--- src/rtl/gated_valid_pipe_pkg.sv ---
// Shared elaboration helpers for gated_valid_pipe: parameter legality and counter limits.
package gated_valid_pipe_pkg;

  function automatic bit params_ok(input int width, input int stages,
                                   input int gate_stage, input int cnt_w);
    return (width >= 1) && (stages >= 1) && (gate_stage >= 0) &&
           (gate_stage < stages) && (cnt_w >= 1);
  endfunction

  function automatic longint unsigned cnt_max(input int cnt_w);
    return (cnt_w >= 64) ? '1 : ((64'd1 << cnt_w) - 64'd1);
  endfunction

endpackage

--- src/rtl/gated_valid_pipe_stage.sv ---
// One register level of gated_valid_pipe, with load logic and optional predicate gate.
module br_gate_buf (
  input  logic in,
  output logic out
);
  assign out = in;
endmodule

module gated_valid_pipe_stage #(
  parameter int WIDTH = 1,
  parameter bit GATED = 1'b0
) (
  input  logic             clk,
  input  logic             rst_n,
  input  logic             up_valid_i,
  input  logic             up_pred_i,
  input  logic [WIDTH-1:0] up_data_i,
  input  logic             dn_adv_i,
  output logic             ld_o,
  output logic             valid_o,
  output logic             pred_o,
  output logic [WIDTH-1:0] data_o
);
  logic             v_q, p_q;
  logic [WIDTH-1:0] d_q, d_d;

  assign ld_o = !v_q | dn_adv_i;

  // Gate each bit through a dedicated cell so synthesis cannot fold it away.
  if (GATED) begin : g_gate
    for (genvar i = 0; i < WIDTH; i++) begin : g_bit
      br_gate_buf u_buf (.in(up_data_i[i] & up_pred_i), .out(d_d[i]));
    end
  end else begin : g_pass
    assign d_d = up_data_i;
  end

  always_ff @(posedge clk or negedge rst_n) begin
    if (!rst_n) begin
      v_q <= 1'b0;
      p_q <= 1'b0;
      d_q <= '0;
    end else if (ld_o) begin
      v_q <= up_valid_i;
      p_q <= up_pred_i;
      d_q <= d_d;
    end
  end

  assign valid_o = v_q;
  assign pred_o  = p_q;
  assign data_o  = d_q;
endmodule

--- src/rtl/gated_valid_pipe.sv ---
// Stallable valid/ready register pipe with predicate gating and a non-zero-data invariant checker.
module gated_valid_pipe
  import gated_valid_pipe_pkg::*;
#(
  parameter int WIDTH      = 1,
  parameter int STAGES     = 2,
  parameter int GATE_STAGE = 1,
  parameter int CNT_W      = 8,
  parameter bit ASSERT_EN  = 1'b1
) (
  input  logic             clk,
  input  logic             rst_n,
  input  logic             in_valid,
  output logic             in_ready,
  input  logic             in_pred,
  input  logic [WIDTH-1:0] in_data,
  output logic             out_valid,
  input  logic             out_ready,
  output logic             out_pred,
  output logic [WIDTH-1:0] out_data,
  input  logic             err_clr,
  output logic             err_pulse,
  output logic             err_sticky,
  output logic [CNT_W-1:0] err_count
);
  localparam logic [CNT_W-1:0] CNT_MAX = CNT_W'(cnt_max(CNT_W));

  if (!params_ok(WIDTH, STAGES, GATE_STAGE, CNT_W)) begin : g_bad_params
    $error("gated_valid_pipe: illegal parameters (STAGES>=1, 0<=GATE_STAGE<STAGES required)");
  end

  // Per-stage scalars instead of arrays keep the combinational ready chain free of self-loops.
  for (genvar k = 0; k < STAGES; k++) begin : g_stage
    logic             up_v, up_p, dn_adv, v_k, p_k, ld_k;
    logic [WIDTH-1:0] up_d, d_k;

    if (k == 0) begin : g_head
      assign up_v = in_valid;
      assign up_p = in_pred;
      assign up_d = in_data;
    end else begin : g_body
      assign up_v = g_stage[k-1].v_k;
      assign up_p = g_stage[k-1].p_k;
      assign up_d = g_stage[k-1].d_k;
    end

    if (k == STAGES - 1) begin : g_tail
      assign dn_adv = out_ready;
    end else begin : g_mid
      assign dn_adv = v_k & g_stage[k+1].ld_k;
    end

    gated_valid_pipe_stage #(
      .WIDTH(WIDTH),
      .GATED(k == GATE_STAGE)
    ) u_stage (
      .clk       (clk),
      .rst_n     (rst_n),
      .up_valid_i(up_v),
      .up_pred_i (up_p),
      .up_data_i (up_d),
      .dn_adv_i  (dn_adv),
      .ld_o      (ld_k),
      .valid_o   (v_k),
      .pred_o    (p_k),
      .data_o    (d_k)
    );
  end

  assign in_ready  = g_stage[0].ld_k;
  assign out_valid = g_stage[STAGES-1].v_k;
  assign out_pred  = g_stage[STAGES-1].p_k;
  assign out_data  = g_stage[STAGES-1].d_k;

  logic             viol;
  logic             err_pulse_q, err_sticky_q, err_sticky_d;
  logic [CNT_W-1:0] err_count_q, err_count_d;

  assign viol = in_valid & in_ready & in_pred & (in_data == '0);

  // Clear takes priority, then a coincident violation counts as the first of the new window.
  always_comb begin
    err_sticky_d = err_sticky_q | viol;
    err_count_d  = err_count_q;
    if (err_clr) begin
      err_sticky_d = viol;
      err_count_d  = viol ? CNT_W'(1) : '0;
    end else if (viol && (err_count_q != CNT_MAX)) begin
      err_count_d = err_count_q + 1'b1;
    end
  end

  always_ff @(posedge clk or negedge rst_n) begin
    if (!rst_n) begin
      err_pulse_q  <= 1'b0;
      err_sticky_q <= 1'b0;
      err_count_q  <= '0;
    end else begin
      err_pulse_q  <= viol;
      err_sticky_q <= err_sticky_d;
      err_count_q  <= err_count_d;
    end
  end

  assign err_pulse  = err_pulse_q;
  assign err_sticky = err_sticky_q;
  assign err_count  = err_count_q;

`ifndef SYNTHESIS
  if (ASSERT_EN) begin : g_chk
    a_pred_nonzero : assert property (@(posedge clk)
      disable iff (!rst_n || $isunknown(in_data))
      (in_valid && in_ready && in_pred) |-> (in_data != '0))
      else $error("gated_valid_pipe: predicated word accepted with zero data");
  end
`endif
endmodule

--- config.mk ---
export PLATFORM = sky130hd
export DESIGN_NAME = gated_valid_pipe
export DESIGN_NICKNAME = d
export VERILOG_FILES = /design/src/rtl/gated_valid_pipe_pkg.sv /design/src/rtl/gated_valid_pipe_stage.sv /design/src/rtl/gated_valid_pipe.sv
export SDC_FILE = /design/constraint.sdc
export NUM_CORES = 1
export LEC_CHECK = 0
export BUFFER_PORTS_ARGS = -buffer_cell sky130_fd_sc_hd__buf_4
export CORE_UTILIZATION = 50
export CTS_CLUSTER_DIAMETER = 150
export DETAILED_ROUTE_END_ITERATION = 8
export GPL_ROUTABILITY_DRIVEN = 0
export GPL_TIMING_DRIVEN = 0
export HOLD_SLACK_MARGIN = 0.05
export PLACE_DENSITY = 0.78
export SYNTH_ARGS = -nofsm -noshare
export SYNTH_HDL_FRONTEND = slang
export SYNTH_HIERARCHICAL = 1
export SYNTH_SLANG_ARGS = --single-unit
--- constraint.sdc ---
create_clock -name clk -period 2.4 [get_ports clk]
set_input_delay 0.48 -clock clk [delete_from_list [all_inputs] [get_ports clk]]
set_output_delay 0.48 -clock clk [all_outputs]
set_load 0.02 [all_outputs]
; Word level (Yosys, flattened, before mapping)
; Cells that the tools add are included.
[classes]
reduce_logical = 4
n_eq_ne = 1
muxes = 4
n_addsub = 1
bitwise = 9
[op_table]
columns = op, count
row1 = $mux 8, 2
row2 = $add 8x1->8 const B, 1
row3 = $ne 8x8->1 const B, 1
row4 = $and 1x1->1, 5
row5 = $or 1x1->1, 3
row6 = $logic_not 1->1, 2
row7 = $mux 1, 2
row8 = $reduce_bool 2->1, 1
row9 = $logic_and 1x1->1, 1
row10 = $not 1->1, 1
[totals]
inputBits = 7
register_bits = 16
word_cells = 28
output_inout_bits = 14

; Depth between registers and ports, before layout
; Gate-level depths: netlist (run 1).
[logic_depth]
word_depth = 10
depth_mapped = 8
mapped_depth_nobuf = 8

; Modules after synthesis
; The synthesis (run 1) kept the hierarchy.
[modules_own_cells]
columns = module, cells_per_inst, area_per_inst_um2, instances
row1 = gated_valid_pipe, 53, 539.3, 1
row2 = gated_valid_pipe_stage at g_stage[1].u_stage, 8, 132.6, 1
row3 = gated_valid_pipe_stage at g_stage[0].u_stage, 7, 126.4, 1
row4 = br_gate_buf, 1, 7.5, 1

; Worst setup path after synthesis (run 1)
; Ideal clock, no wire load.
[synth_path]
path_kind = input to register
start = input out_ready
end = register err_count_q[5], in the netlist err_count[5]
slack_ns = 0.527
arrival_time_ns = 1.795
stages = 8
n_path_buf = 0
setup_ns = 0.078
cell_sequence = nand2b_4 > and2_1 > nand2b_4 > nand4b_4 > clkinv_4 > o21ai_4 > or4_1 > a21oi_1
[synth_between]
elab_chain_cells = 8
[synth_rtl]
columns = element, line
row1 = from (decl), gated_valid_pipe.sv:18  ; input logic out_ready,
row2 = $or 1x1->1, gated_valid_pipe_stage.sv:27  ; assign ld_o = !v_q | dn_adv_i;
row3 = $and 1x1->1, gated_valid_pipe.sv:50  ; assign dn_adv = v_k & g_stage[k+1].ld_k;
row4 = via g_stage[0].dn_adv, gated_valid_pipe.sv:34  ; logic up_v, up_p, dn_adv, v_k, p_k, ld_k;
row5 = $or 1x1->1, gated_valid_pipe_stage.sv:27
row6 = via in_ready, gated_valid_pipe.sv:14  ; output logic in_ready,
row7 = $and 1x1->1 (3 in series), gated_valid_pipe.sv:79  ; assign viol = in_valid & in_ready & in_pred & (in_data == '0);
row8 = via viol, gated_valid_pipe.sv:75  ; logic viol;
row9 = $logic_and 1x1->1, gated_valid_pipe.sv:88  ; end else if (viol && (err_count_q != CNT_MAX)) begin
row10 = $reduce_bool 2->1 (no line), -
row11 = to (signal assigned), gated_valid_pipe.sv:101  ; err_count_q <= err_count_d;
row12 = to (decl), gated_valid_pipe.sv:77  ; logic [CNT_W-1:0] err_count_q, err_count_d;
; The timed path passes the listed nets, and every way through them passes these cells.
; A chain may end at the register's enable or synchronous reset.

; Final worst setup path (run 1)
[layout_path]
start = register g_stage[1].u_stage.v_q
end = register err_count_q[5], in the netlist err_count[5]
[layout_between]
elab_chain_cells = 9
[layout_rtl]
columns = element, line
row1 = from (decl), gated_valid_pipe_stage.sv:24  ; logic v_q, p_q;
row2 = from (signal assigned), gated_valid_pipe_stage.sv:44  ; v_q <= up_valid_i;
row3 = $logic_not 1->1, gated_valid_pipe_stage.sv:27
row4 = $or 1x1->1, gated_valid_pipe_stage.sv:27
row5 = via g_stage[1].ld_k, gated_valid_pipe.sv:34
row6 = $and 1x1->1, gated_valid_pipe.sv:50
row7 = via g_stage[0].dn_adv, gated_valid_pipe.sv:34
row8 = $or 1x1->1, gated_valid_pipe_stage.sv:27
row9 = $and 1x1->1 (3 in series), gated_valid_pipe.sv:79
row10 = via viol, gated_valid_pipe.sv:75
row11 = $logic_and 1x1->1, gated_valid_pipe.sv:88
row12 = $reduce_bool 2->1 (no line), -
; The timed path passes the listed nets, and every way through them passes these cells.

==> results.md, run 1 <==
* Crit path largest cell delay at 0.47 ns
* Post-CTS Setup Bufs at 0
* Clock root buffer master: sky130_fd_sc_hd__clkbuf_4
* Library cell appearing most often on the critical path: sky130_fd_sc_hd__nand2b_4
* Static power due to leakage at 0.000508 uW
* Initial antenna violation count at 0
* Post-route fraction of the period consumed by the critical path at around three quarters
* Min-Delay Startpoint: in_valid
* Power dissipated by switching net loads at roughly 170 uW
* Initial cell density of the core at approximately 53%
* First-pass GRT wire length at 2530 um
* Number of cells on the critical path at 8
* Critical path startpoint category: register
* Most Crowded Layer GR: met2
* Buffers plus inverters on the worst setup path at 1
* Vias in the first global route at 530
* CP Data Required Time at approximately 2.6 ns
* Top-Level Pins at 21
* GR met3 Demand/Resource at about 4.3%
* Start of the worst register-to-register path: g_stage[1].u_stage/valid_o
* Mapped cell area at ~810 sq um
* Pin count of the biggest net entering global routing at 17
* Worst-path cell chain: nand2b_4 -> and2_1 -> nand2b_4 -> nand4b_4 -> clkinv_4 -> o21ai_4 -> or4_1 -> a21oi_1
* Reg power frac at 50.1%
* Leftover overflow at the end of global routing at 0
* Clock buffer count from CTS at 3
* Via count normalized by instance count at between 5 and 6
* Mean instance size in the synthesized netlist at 11.7 sq um
* Gate count after technology mapping at 69
* Cell family with most CP delay: simple AND/OR/NAND/NOR gates
* Crit end category: register
* Iteration count of the initial detailed-routing pass at 5
* R2R cell count at 8
* Critical path fanouts, max at 6
* Total clock sinks at 16
* Yosys reg bits at 16
* Area enclosed by the die boundary at ~1800 sq um
* Final count of hold timing violations at 0
* Sequential cell area in the final layout at 400 sq um
* Clk buf depth at 2
* Width of the die at about 42 um
* Final Skew at 0.00317 ns
* H-Tree Depth at 1
* Critical Path Start: g_stage[1].u_stage/valid_o
* Layout cell share with drive strength beyond 1 at 36.6%
* Worst setup endpoint: err_count[5]
* Arrival time reported for the critical path endpoint at 2.06 ns
* Die Span Y at 42.1 um
* Synthesized netlist net count at 77
* Total routed wirelength at 1560 um
* Diode count at 0
* CTS tree: built
* Post_cts resized at 0
* Sw Ratio at between 20% and 30%
* Post-layout minimum cycle time at 1.84 ns
* Worst min-delay path class: input pin to register
* Remaining max-slew budget at the tightest pin at 70.1%
* Net count reported at finish at 102
* WS Path Type: register to register
* Number of different library cells in the post-synthesis netlist at 30
* Reg2Reg Setup Slack at 0.56 ns
* Area of the multi-input gates at 378 sq um
* Worst skew pair latency at roughly 0.29 ns
* Filler instances at 122
* Slowest cell on the critical path: sky130_fd_sc_hd__or4_1
* All-layer global routing usage at 19.6%
* Signed area change from the synthesized netlist to the final layout at 25.9%
* Fraction of met1 tracks used by global routing at between 20% and 30%
* Met2 routing resource usage after global routing at between 30% and 40%
* Internal power at 447 uW
* Area of the core at 1510 sq um
* Detailed Route Iter0 Violations at 10
* Final Max Tran Viols at 0
* Average wire per standard cell at approximately 14 um
* Slew @ Worst Pin at 0.448 ns
* Cell row count at 14
* Clock network fraction of design power at 30.1%
* Number of port buffers at 19
* Final hold slack at 0.412 ns
* Part of the Yosys area used for sequential elements at 49.7%
* Comb power frac at 19.9%
* Setup repair after global routing missed its margin: false
* DP HPWL at 1080 um
* Capturing point of the worst reg2reg path: err_count[5]
* Number of antenna-violating nets in the routed design at 0
* Worst VDD drop at around 360 uV
* Count of synthesis-stage warnings from yosys at 6
* Maxcap violations at 0
* Total number of vias at 599
* CTS clock-pin slew for the worst setup and hold paths at 0.10 ns
* DRC violation count after routing at 0
* Final total negative setup slack at 0 ns
* Number of instances on the worst hold path at 2
* Timing-limited maximum frequency at 544 MHz
* Power density over the cells at 604 nW/um^2
* Run status: completed
* Final-report setup violation count at 0
cell usage in the layout (no fill, tap or decap), drive strengths merged, types with 2 or more instances in the layout:
cell / netlist / final
nand2: 5 / 5
clkbuf: 1 / 5
o211ai: 2 / 2
nand3: 3 / 3
mux2i: 3 / 3
xor2: 2 / 2
inv: 2 / 2
buf: 1 / 20
and2: 2 / 2
nor2: 7 / 7
mux2: 4 / 4
o21ai: 3 / 3
or2b: 2 / 2
nand4: 2 / 2
dfrtp: 16 / 16
nand2b: 2 / 2
sequential cells by signal, indices dropped and copies added (netlist names):
signal,count
err_count,8
err_pulse,1
err_sticky,1
g_stage.u_stage/data_o,2
g_stage.u_stage/pred_o,2
g_stage.u_stage/valid_o,2
through the flow:
step,setup WS (ns),power [uW],utilization [%],cell area (sq um),instances
floorplan,0.527,383,-,806,69
global placement,0.391,427,64.3,968,104
detailed placement,0.374,432,64.3,968,104
CTS,0.551,612,67.4,1010,109
global route,0.424,640,67.4,1010,109
finish,0.561,612,67.4,1010,109
layer usage:
metal	vias to the layer above	share of wire [%]
met1	288	45
met4	0	1.5
met5	-	0
met3	4	5.3
met2	17	48
li1	290	-
final cells by class:
| type | count | share of cell area (%) |
|---|---|---|
| sequential | 16 | 39.5 |
| multi-input combinational | 48 | 37.2 |
| timing repair buffer | 20 | 15.0 |
| clock buffer | 4 | 3.58 |
| tap | 16 | 1.97 |
| inverter | 3 | 1.60 |
| buffer | 2 | 1.11 |
Yosys cell counts:
cell type	instances	area, sq um
sky130_fd_sc_hd__and3_1	1	6.26
sky130_fd_sc_hd__mux2i_1	3	30.0
sky130_fd_sc_hd__o21ai_4	1	16.3
sky130_fd_sc_hd__dfrtp_1	16	400
sky130_fd_sc_hd__nand2b_4	2	27.5
sky130_fd_sc_hd__or2b_1	2	15.0
sky130_fd_sc_hd__nand4_1	1	6.26
sky130_fd_sc_hd__clkbuf_1	1	3.75
sky130_fd_sc_hd__and2_1	2	12.5
sky130_fd_sc_hd__o211ai_1	2	15.0
sky130_fd_sc_hd__a21oi_1	1	5.00
sky130_fd_sc_hd__nand4_2	1	12.5
sky130_fd_sc_hd__nand3_1	3	15.0
sky130_fd_sc_hd__nor2b_1	1	6.26
sky130_fd_sc_hd__nor2_1	7	26.3
sky130_fd_sc_hd__xor2_1	2	17.5
sky130_fd_sc_hd__or4_1	1	7.51
sky130_fd_sc_hd__nand4b_4	1	23.8
sky130_fd_sc_hd__o31ai_1	1	7.51
sky130_fd_sc_hd__nor4_1	1	6.26
sky130_fd_sc_hd__clkinv_4	1	8.76
sky130_fd_sc_hd__o21ai_0	2	10.0
sky130_fd_sc_hd__nand2_1	5	18.8
sky130_fd_sc_hd__mux2_4	4	60.1
sky130_fd_sc_hd__ha_1	1	12.5
sky130_fd_sc_hd__inv_1	2	7.51
sky130_fd_sc_hd__nor3_1	1	5.00
sky130_fd_sc_hd__a211oi_1	1	7.51
sky130_fd_sc_hd__buf_4	1	7.51
sky130_fd_sc_hd__nand3b_1	1	7.51
kinds of logic after synthesis:
logic type,synth area share (%)
compound gates,7.61
xor+xnor,2.17
fa+ha+maj,1.55
buf+inv,3.42
flops,49.7
mux,11.2
simple gates,24.4
worst min path at each step:
stage / to / slack [ns]
floorplan: err_count[0] / 0.18
global placement: g_stage[1].u_stage/valid_o / 0.35
detailed placement: g_stage[1].u_stage/valid_o / 0.35
CTS: g_stage[0].u_stage/valid_o / 0.42
global route: g_stage[0].u_stage/valid_o / 0.40
finish: g_stage[0].u_stage/valid_o / 0.41
power groups by stage:
stage          sequential, uW  clock (uW)  combinational, uW
3_5_place_dp              312           0                120
6_report                  307         184                122
3_3_place_gp              310           0                117
4_1_cts                   307         183                123
2_1_floorplan             325           0               58.3
5_1_grt                   310         200                130
what timing repair did:
action,CTS,global route
hold buffers,1,0
hold endpoints to repair,16,0
setup endpoints to repair,0,0
No activity file was read; power rests on OpenSTA's default activity.
==> run 2: changes to the inputs <==
--- a/config.mk
+++ b/config.mk
@@ -5,8 +5,9 @@
 export SDC_FILE = /design/constraint.sdc
 export NUM_CORES = 1
 export LEC_CHECK = 0
+export ABC_AREA = 1
 export BUFFER_PORTS_ARGS = -buffer_cell sky130_fd_sc_hd__buf_4
-export CORE_UTILIZATION = 50
+export CORE_UTILIZATION = 51
 export CTS_CLUSTER_DIAMETER = 150
 export DETAILED_ROUTE_END_ITERATION = 8
 export GPL_ROUTABILITY_DRIVEN = 0
==> constraint.sdc (replaced) <==
create_clock -name clk -period 1.8 [get_ports clk]
set_input_delay 0.36 -clock clk [delete_from_list [all_inputs] [get_ports clk]]
set_output_delay 0.36 -clock clk [all_outputs]
set_load 0.02 [all_outputs]
==> run 2 against run 1 <==
The run now ends with design-rule violations left. Clock skew decreased by 0.0020 ns. Worst hold slack lost 0.15 ns. Combinational power is 40% higher.
==> results.md, run 2 <==
* Pin count of the biggest net entering global routing at 17
* Fin cells at 156
* Area enclosed by the die boundary at 1900 sq um
* Number of cells after detailed placement at 151
* Width of the die at 43.6 um
* First-pass GRT wire length at 2990 um
* Critical path startpoint category: register
* Flip-flop count of the largest register, all copies and words added at 8
* Most common library cell in the layout ignoring fill and taps: sky130_fd_sc_hd__nand2_1
* Leftover overflow at the end of global routing at 0
* Mapped cell area at 881 sq um
* All-layer global routing usage at about 22%
* CTS tree: built
* DP HPWL at 1290 um
* Worst skew pair latency at around 0.28 ns
* Die Span Y at 43.6 um
* Violations in the final reports: design-rule violations
* Final Max Tran Viols at 0
* Static power due to leakage at 0.000609 uW
* R2R cell count at 12
* Layout cell share with drive strength beyond 1 at 30.0%
* Clock root buffer master: sky130_fd_sc_hd__clkbuf_4
* CP Data Required Time at 1.44 ns
* Cell family with most CP delay: flip-flops
* Largest area contributor in the synthesized netlist: sky130_fd_sc_hd__dfrtp_1
* Worst VDD drop at 496 uV
* Critical path fanouts, max at 5
* Slew @ Worst Pin at 0.230 ns
* Average wire per standard cell at 11.8 um
* Hold EP: g_stage[0].u_stage/valid_o
* Dominant register cell in the synthesized netlist: sky130_fd_sc_hd__dfrtp_1
* Commonest non-fill, non-tap cells in the layout: sky130_fd_sc_hd__nand2_1 (35), sky130_fd_sc_hd__buf_4 (21), sky130_fd_sc_hd__nand3_1 (20)
* Final total negative setup slack at 0 ns
* Net count reported at finish at 149
* Number of instances on the worst hold path at 3
* Crit path largest cell delay at 0.41 ns
* Total number of vias at approximately 800
* Slowest cell on the critical path: sky130_fd_sc_hd__dfrtp_1
* Most repeated cell in the gate-level netlist after synthesis: sky130_fd_sc_hd__nand2_1
* Number of enable flip-flop cells after synthesis at 0
* Vias in the first global route at 676
* DRC violation count after routing at 4
* Diode count at 0
* WS Path Type: register to primary output
* Iteration count of the initial detailed-routing pass at 6
* CTS clock-pin slew for the worst setup and hold paths at 0.09 ns
* Post-layout minimum cycle time at 1.61 ns
* Gate count after technology mapping at 115
* Reg2Reg Setup Slack at 0.25 ns
* Maxcap violations at 0
* Number of antenna-violating nets in the routed design at 0
* Top cell types by occurrence after synthesis: sky130_fd_sc_hd__nand2_1 (35), sky130_fd_sc_hd__nand3_1 (20), sky130_fd_sc_hd__dfrtp_1 (16)
* H-Tree Depth at 1
* Remaining max-slew budget at the tightest pin at 84.7%
* Total clock sinks at 16
* Via count normalized by instance count at slightly above 5
* Signed area change from the synthesized netlist to the final layout at 25.0%
* Capturing point of the worst reg2reg path: err_count[7]
* Number of different library cells in the post-synthesis netlist at 17
* Setup repair after global routing missed its margin: false
* Clock buffer count from CTS at 3
* Crit end category: primary output
* Min-Delay Startpoint: in_valid
* Final Skew at 0.00121 ns
* Asr flop ratio synth at 100%
* Detailed Route Iter0 Violations at 26
* Final-report setup violation count at 0
* Post-Route Utilization at 70.6%
* Count of synthesis-stage warnings from yosys at 6
* Top-Level Pins at 21
* Buffers plus inverters on the worst setup path at 3
* Timing-limited maximum frequency at 620 MHz
* Power density over the cells at approximately 750 nW/um^2
* Cell row count at 14
* Largest cells by area after synthesis: sky130_fd_sc_hd__dfrtp_1 (45%), sky130_fd_sc_hd__nand2_1 (15%), sky130_fd_sc_hd__nand3_1 (11%)
* Post-CTS Setup Bufs at 0
* Initial cell density of the core at roughly 57%
* Yosys reg bits at 16
* Clk buf depth at 2
* Synthesized netlist net count at between 100 and 150
* Number of port buffers at 20
* Share of the synthesized area in the top cell type at between 40 and 50%
* Initial antenna violation count at 0
* Worst min-delay path class: input pin to register
* Arrival time reported for the critical path endpoint at 1.25 ns
* Part of the Yosys area used for sequential elements at 45.5%
* Worst-path cell chain: nand2_2 -> nand2_1 -> inv_1 -> inv_1 -> nand2_2 -> buf_4
* Area of the core at between 1500 and 2000 sq um
* Mean instance size in the synthesized netlist at 7.66 sq um
* Post-route fraction of the period consumed by the critical path at 89.6%
* Total routed wirelength at 1840 um
* Run status: complete, but fails checks
* Start of the worst register-to-register path: g_stage[1].u_stage/valid_o
* Final count of hold timing violations at 0
-- run 2: changes by cell type in the layout (fill, tap and decap cells not counted), sizes merged, moves of 3 or more --
cell / before / now
a21oi: 1 / 5
mux2: 4 / 0
mux2i: 3 / 0
inv: 2 / 18
nand3: 3 / 20
o21ai: 3 / 0
nand2: 5 / 42
o21bai: 0 / 3
-- run 2: where the power goes --
part | internal (uW) | switching [uW]
clock network | 123 | 113
logic | 71.1 | 100
registers | 389 | 26.1
-- run 2: how the worst max path moves through the flow --
stage,start,slack [ns],cells after the start,endpoint
final,g_stage[1].u_stage/valid_o,0.19,6,in_ready
after global routing,g_stage[1].u_stage/valid_o,0.10,12,err_count[7]
after CTS,g_stage[1].u_stage/valid_o,0.13,12,err_count[7]
after detailed placement,out_ready,0.09,14,err_count[7]
after global placement,out_ready,0.1,14,err_count[7]
after floorplan,g_stage[1].u_stage/valid_o,0.22,12,err_count[7]
-- run 2: logic make-up (layout without fill, tap and decap cells) --
kind of cell    after synthesis  after routing  share of synthesized area [%]
simple gates                 70             70                           38.2
buf+inv                      20             45                           9.09
compound gates                8              8                           5.82
flops                        16             16                           45.5
fa+ha+maj                     1              1                           1.42
-- run 2: area by class of cell --
cell class,count,area (sq um)
plain buffers,2,12.5
clock buffers,4,36.3
fillers,147,458
inverters,18,67.6
multi-input cells,79,404
flip-flops and latches,16,400
well taps,16,20.0
repair buffers,21,160
-- run 2: per-layer routing --
layer  wire length, um  global-route usage, %  part of all wire (%)
met1               825                   31.0                    45
met5                 0                      0                     0
met4                23                   10.6                   1.3
met3               143                   4.17                   7.8
met2               845                   31.6                    46
-- run 2: timing repair --
action                                  CTS  global route
endpoints found under the setup margin    0             1
gates resized for setup                   0             1
hold endpoints to repair                 16             0
hold buffers                              1             0
-- run 2: worst reg2reg max path: stages (launching register included) --
cell and delay, ns:
sky130_fd_sc_hd__dfrtp_1 0.42, sky130_fd_sc_hd__nand2_2 0.11, sky130_fd_sc_hd__nand2_1 0.06, sky130_fd_sc_hd__inv_1 0.06, sky130_fd_sc_hd__inv_1 0.07, sky130_fd_sc_hd__nand2_2 0.10, sky130_fd_sc_hd__nand2_1 0.06, sky130_fd_sc_hd__inv_1 0.06
sky130_fd_sc_hd__nand2_2 0.11, sky130_fd_sc_hd__a21oi_2 0.22, sky130_fd_sc_hd__nand3_1 0.10, sky130_fd_sc_hd__nand2_1 0.07, sky130_fd_sc_hd__inv_1 0.03
-- run 2: through the flow --
step	setup slack, ns	hold slack [ns]	power [uW]	area (sq um)
finish	0.187	0.263	823	1100
global route	0.100	0.248	868	1100
CTS	0.126	0.249	837	1100
detailed placement	0.0893	0.233	591	1050
global placement	0.0988	0.229	586	1050
floorplan	0.222	0.0644	517	881
